===== src/rtl/neuron_layer_seq.sv =====
// neuron_layer_seq: one fully-connected layer of M neurons x N inputs sharing a single MAC.
// Define RELU_EN for ReLU outputs; otherwise outputs are the linear sum.
module neuron_layer_seq #(
  parameter int unsigned N      = 4,
  parameter int unsigned M      = 3,
  parameter int unsigned WIDTH  = 8,
  localparam int unsigned ACC_W = 2 * WIDTH + $clog2(N + 1),
  localparam int unsigned AW    = $clog2(M * (N + 1)),
  localparam int unsigned IW    = (M > 1) ? $clog2(M) : 1
) (
  input  logic                    clk,
  input  logic                    rst_n,
  input  logic                    in_valid,
  output logic                    in_ready,
  input  logic [N*WIDTH-1:0]      in_x,
  output logic                    w_rd_en,
  output logic [AW-1:0]           w_addr,
  input  logic signed [WIDTH-1:0] w_rdata,
  output logic                    out_valid,
  input  logic                    out_ready,
  output logic signed [ACC_W-1:0] out_y,
  output logic [IW-1:0]           out_idx,
  output logic                    out_last
);

  localparam int unsigned CW = $clog2(N + 2);

  typedef enum logic [1:0] {StIdle, StAcc, StOut} state_e;

  state_e                    state_q, state_d;
  logic [N*WIDTH-1:0]        x_q, x_d;
  logic [CW-1:0]             c_q, c_d;
  logic [IW-1:0]             j_q, j_d;
  logic [IW-1:0]             idx_q, idx_d;
  logic                      last_q, last_d;
  logic signed [ACC_W-1:0]   acc_q, acc_d;
  logic signed [ACC_W-1:0]   y_q, y_d;
  logic signed [ACC_W-1:0]   sum, f_sum;
  logic signed [WIDTH-1:0]   x_sel;
  logic signed [2*WIDTH-1:0] prod;

  // Read data in cycle c belongs to the address issued in cycle c-1, so pair it with x[c-1].
  always_comb begin
    x_sel = '0;
    for (int unsigned k = 0; k < N; k++) begin
      if (c_q == CW'(k + 1)) x_sel = x_q[k*WIDTH +: WIDTH];
    end
  end

  assign prod = x_sel * w_rdata;
  assign sum  = acc_q + ACC_W'(w_rdata);

`ifdef RELU_EN
  assign f_sum = sum[ACC_W-1] ? '0 : sum;
`else
  assign f_sum = sum;
`endif

  always_comb begin
    state_d   = state_q;
    x_d       = x_q;
    c_d       = c_q;
    j_d       = j_q;
    acc_d     = acc_q;
    y_d       = y_q;
    idx_d     = idx_q;
    last_d    = last_q;
    in_ready  = 1'b0;
    out_valid = 1'b0;
    w_rd_en   = 1'b0;
    w_addr    = '0;
    unique case (state_q)
      StIdle: begin
        in_ready = 1'b1;
        if (in_valid) begin
          x_d     = in_x;
          j_d     = '0;
          c_d     = '0;
          acc_d   = '0;
          state_d = StAcc;
        end
      end
      StAcc: begin
        if (c_q <= CW'(N)) begin
          w_rd_en = 1'b1;
          w_addr  = AW'(32'(j_q) * (N + 1) + 32'(c_q));
        end
        if (c_q != '0 && c_q <= CW'(N)) acc_d = acc_q + ACC_W'(prod);
        if (c_q == CW'(N + 1)) begin
          y_d     = f_sum;
          idx_d   = j_q;
          last_d  = (j_q == IW'(M - 1));
          state_d = StOut;
        end else begin
          c_d = c_q + 1'b1;
        end
      end
      StOut: begin
        out_valid = 1'b1;
        if (out_ready) begin
          if (j_q != IW'(M - 1)) begin
            j_d     = j_q + 1'b1;
            c_d     = '0;
            acc_d   = '0;
            state_d = StAcc;
          end else begin
            state_d = StIdle;
          end
        end
      end
      default: state_d = StIdle;
    endcase
  end

  always_ff @(posedge clk or negedge rst_n) begin
    if (!rst_n) begin
      state_q <= StIdle;
      x_q     <= '0;
      c_q     <= '0;
      j_q     <= '0;
      acc_q   <= '0;
      y_q     <= '0;
      idx_q   <= '0;
      last_q  <= 1'b0;
    end else begin
      state_q <= state_d;
      x_q     <= x_d;
      c_q     <= c_d;
      j_q     <= j_d;
      acc_q   <= acc_d;
      y_q     <= y_d;
      idx_q   <= idx_d;
      last_q  <= last_d;
    end
  end

  assign out_y    = y_q;
  assign out_idx  = idx_q;
  assign out_last = last_q;

endmodule


===== config.mk =====
export PLATFORM = sky130hd
export DESIGN_NAME = neuron_layer_seq
export DESIGN_NICKNAME = d
export VERILOG_FILES = /design/src/rtl/neuron_layer_seq.sv
export SDC_FILE = /design/constraint.sdc
export NUM_CORES = 1
export LEC_CHECK = 0
export ABC_AREA = 1
export BUFFER_PORTS_ARGS = -buffer_cell sky130_fd_sc_hd__buf_2
export CAP_MARGIN = 20
export CORE_MARGIN = 2
export CORE_UTILIZATION = 50
export DETAILED_ROUTE_END_ITERATION = 7
export GPL_TIMING_DRIVEN = 1
export PLACE_DENSITY = 0.71
export SETUP_SLACK_MARGIN = 0.3
export SYNTH_ARGS = -nofsm -noshare
export SYNTH_HDL_FRONTEND = slang
export SYNTH_SLANG_ARGS = --single-unit

===== constraint.sdc =====
create_clock -name clk -period 14.8 [get_ports clk]
set_input_delay 0.74 -clock clk [delete_from_list [all_inputs] [get_ports clk]]
set_output_delay 0.74 -clock clk [all_outputs]
set_load 0.01 [all_outputs]

==> results.txt <==
Starting Density = 0.514
DP HPWL = 15700 um
Seq. cell area = 2000 um2
Syn nets = 1222
Status = completed
Critical Path Fanout Max = 15
Area of the multi-input gates = 5400 um2
Synth Warn # = 0
Critical path launch point type = register
Synth Instances = 1018
Antenna violations before repair = 0
RD Place Congestion = 0.932
Worst EP required = 15.06 ns
Hold Crit Class = input port to async pin
IO Count = 73
Global-route wire length before repair = 32300 um
Maxcap violations = 0
Setup TNS = 0 ns
# fillers = 1527
Ys async rst share = 1.00
Input/output buffers = 72
Hold Violations, Final = 0
Layout cells sized above 1 = 0.121
Vias in the first global route = 6669
Final WL = 19000 um
Worst-Margin Slew = 0.631 ns
Crit path DAT = 6.38 ns
Final setup fails = 0
Post-synth EDFFs = 0
Hold buffer count at CTS = 0
DR pass1 iterations = 5
Fin Clk Skew = 0.00904 ns
RR Startpoint = c_q[0]
Slew margin rel. = 0.579
Clock transition at the registers of the reported paths = 0.07 ns
Synth cell types = 35
Final Critical Period = 6.12 ns
Resize count post-CTS = 0
Core area = 15900 um2
RSZ-0062 raised after global routing = no
CTS tree = done
Die W = 132 um
Max-slew violations = 0
Diode count = 0
Number of buffers created by CTS = 9
Via count = 6663
GRT Residual Overflow = 0
Avg WL per Cell = 14.5 um
Root Driver = clkbuf_16
Insertion delay to the later sink of the worst-skew pair = 0.34 ns
Cell taking the most area after synthesis = dfrtp_1
Area of the mapped netlist = 8200 um2
Clock tree sinks = 80
Avg Cell Area, Syn = 8.06 um2
Setup bufs post-CTS = 0
Post-route ant nets = 0
1st-iter DRT viols = 436
Main flop type after synthesis = dfrtp_1
Synth-to-Final Area Change = 11.2%
H-tree levels = 3
Residual DRC = 0
Register bit count reported by yosys = 80
Nets@finish = 1295
Largest net degree at the start of global routing = 81
Period utilization = 0.413
Seq/Total Area, Yosys = 0.244
F_max = 163 MHz
GRT Total Usage = 0.230
Critical path class = register to register
Rows = 46
Max clock buf depth = 2
Vias per cell = 5.08
Synth top area share = 0.244
Die Area = 17400 um2
Die Y = 132 um
CP Capture Type = register
Area contributors post-synth = dfrtp_1, fa_1, nand2_1
Crit. Startpoint = c_q[0]
-- cells by family after synthesis --
group | share of synthesized area
simple gates | 0.224
buf+inv | 0.0976
fa+ha+maj | 0.323
compound gates | 0.0618
flops | 0.244
mux | 0.0357
xor+xnor | 0.0139
-- registers in the layout (all words and copies together), names as in the netlist --
name      cells
out_last      1
out_idx       2
state_q       2
j_q           2
acc_q        19
x_q          32
out_y        19
c_q           3
-- through the flow --
step / instance area, um2 / utilization / hold WS, ns / setup slack (ns) / std cells
final: 9120 / 0.572 / 0.216 / 8.68 / 1312
after global routing: 9120 / 0.572 / 0.212 / 8.23 / 1312
after floorplan: 8200 / - / 0.444 / 9.15 / 1018
after global placement: 8760 / 0.550 / 0.452 / 8.56 / 1294
after detailed placement: 8760 / 0.550 / 0.460 / 8.37 / 1294
after CTS: 9080 / 0.570 / 0.482 / 8.33 / 1310
-- cells in the mapped netlist (2+ instances only) --
cell and count:
nor3_1 3, nor2_2 2, o21bai_1 2, ha_1 74
o21ai_0 31, buf_2 10, a21oi_1 30, buf_6 2
nand4_1 4, fa_1 86, nor2_4 2, xor2_1 2
mux2_2 24, xnor2_1 11, o211ai_1 7, nor2_1 103
nand3_1 56, o21ai_1 7, o21ai_2 8, nand3b_1 7
inv_1 187, inv_2 4, nand2_1 263, mux2_1 2
o22ai_1 2, dfrtp_1 80
-- metal layers --
metal | vias to the layer above | track usage | wire length (um)
li1 | 3288 | - | -
met1 | 3221 | 0.315 | 8790
met2 | 124 | 0.378 | 9080
met3 | 30 | 0.0365 | 747
met4 | 0 | 0.0658 | 436
met5 | - | 0 | 0
-- cells in the final DEF, fill, tap and decap left out, types with 2 or more instances in the layout --
cell,instances
nand3b_1,7
nor2_2,2
o22ai_1,2
inv_2,4
nand4_1,4
buf_2,71
fa_1,86
o21ai_1,7
bufinv_16,2
nor2_1,103
o21ai_0,31
ha_1,74
clkbuf_16,9
nand2_1,263
mux2_1,2
nor2_4,2
o21bai_1,2
xor2_1,2
inv_1,187
o21ai_2,8
o211ai_1,7
dfrtp_1,80
xnor2_1,11
inv_6,2
buf_4,3
a21oi_1,30
nand3_1,56
mux2_2,24
nor3_1,3
-- layout make-up --
| type | instances | area share |
|---|---|---|
| sequential | 80 | 0.220 |
| clock buffer | 10 | 0.0251 |
| inverter | 192 | 0.0790 |
| multi-input combinational | 733 | 0.592 |
| clock inverter | 6 | 0.0100 |
| tap | 216 | 0.0296 |
| timing repair buffer | 75 | 0.0445 |
-- worst max-delay path: stages (launching register included) --
cell and delay (ns):
dfrtp_1 0.42, inv_1 0.12, ha_1 0.23, ha_1 0.21, inv_1 0.43, o211ai_1 0.17, nand2_1 0.22, nand2_1 0.13
inv_1 0.49, fa_1 0.55, fa_1 0.53, fa_1 0.44, fa_1 0.49, ha_1 0.30, ha_1 0.35, a21oi_1 0.21
nor2_1 0.08, o21ai_0 0.21, nand3_1 0.16, nand2_1 0.09, nand2_1 0.04, o21ai_0 0.14
-- path summary, 6_finish.rpt --
kind,endpoint,slack (ns),cells after the start
setup reg to reg,acc_q[16],8.68,21
min in group clk,out_y[0],0.47,2
max in group asynchronous,x_q[17],14.02,2
setup / recovery,acc_q[16],8.68,21
hold reg to reg,out_y[0],0.47,2
hold / removal,state_q[1],0.22,1
Power is left out: the tool's default activity adds up to more than one toggle a clock period on the data nets, which glitch-free logic cannot reach.
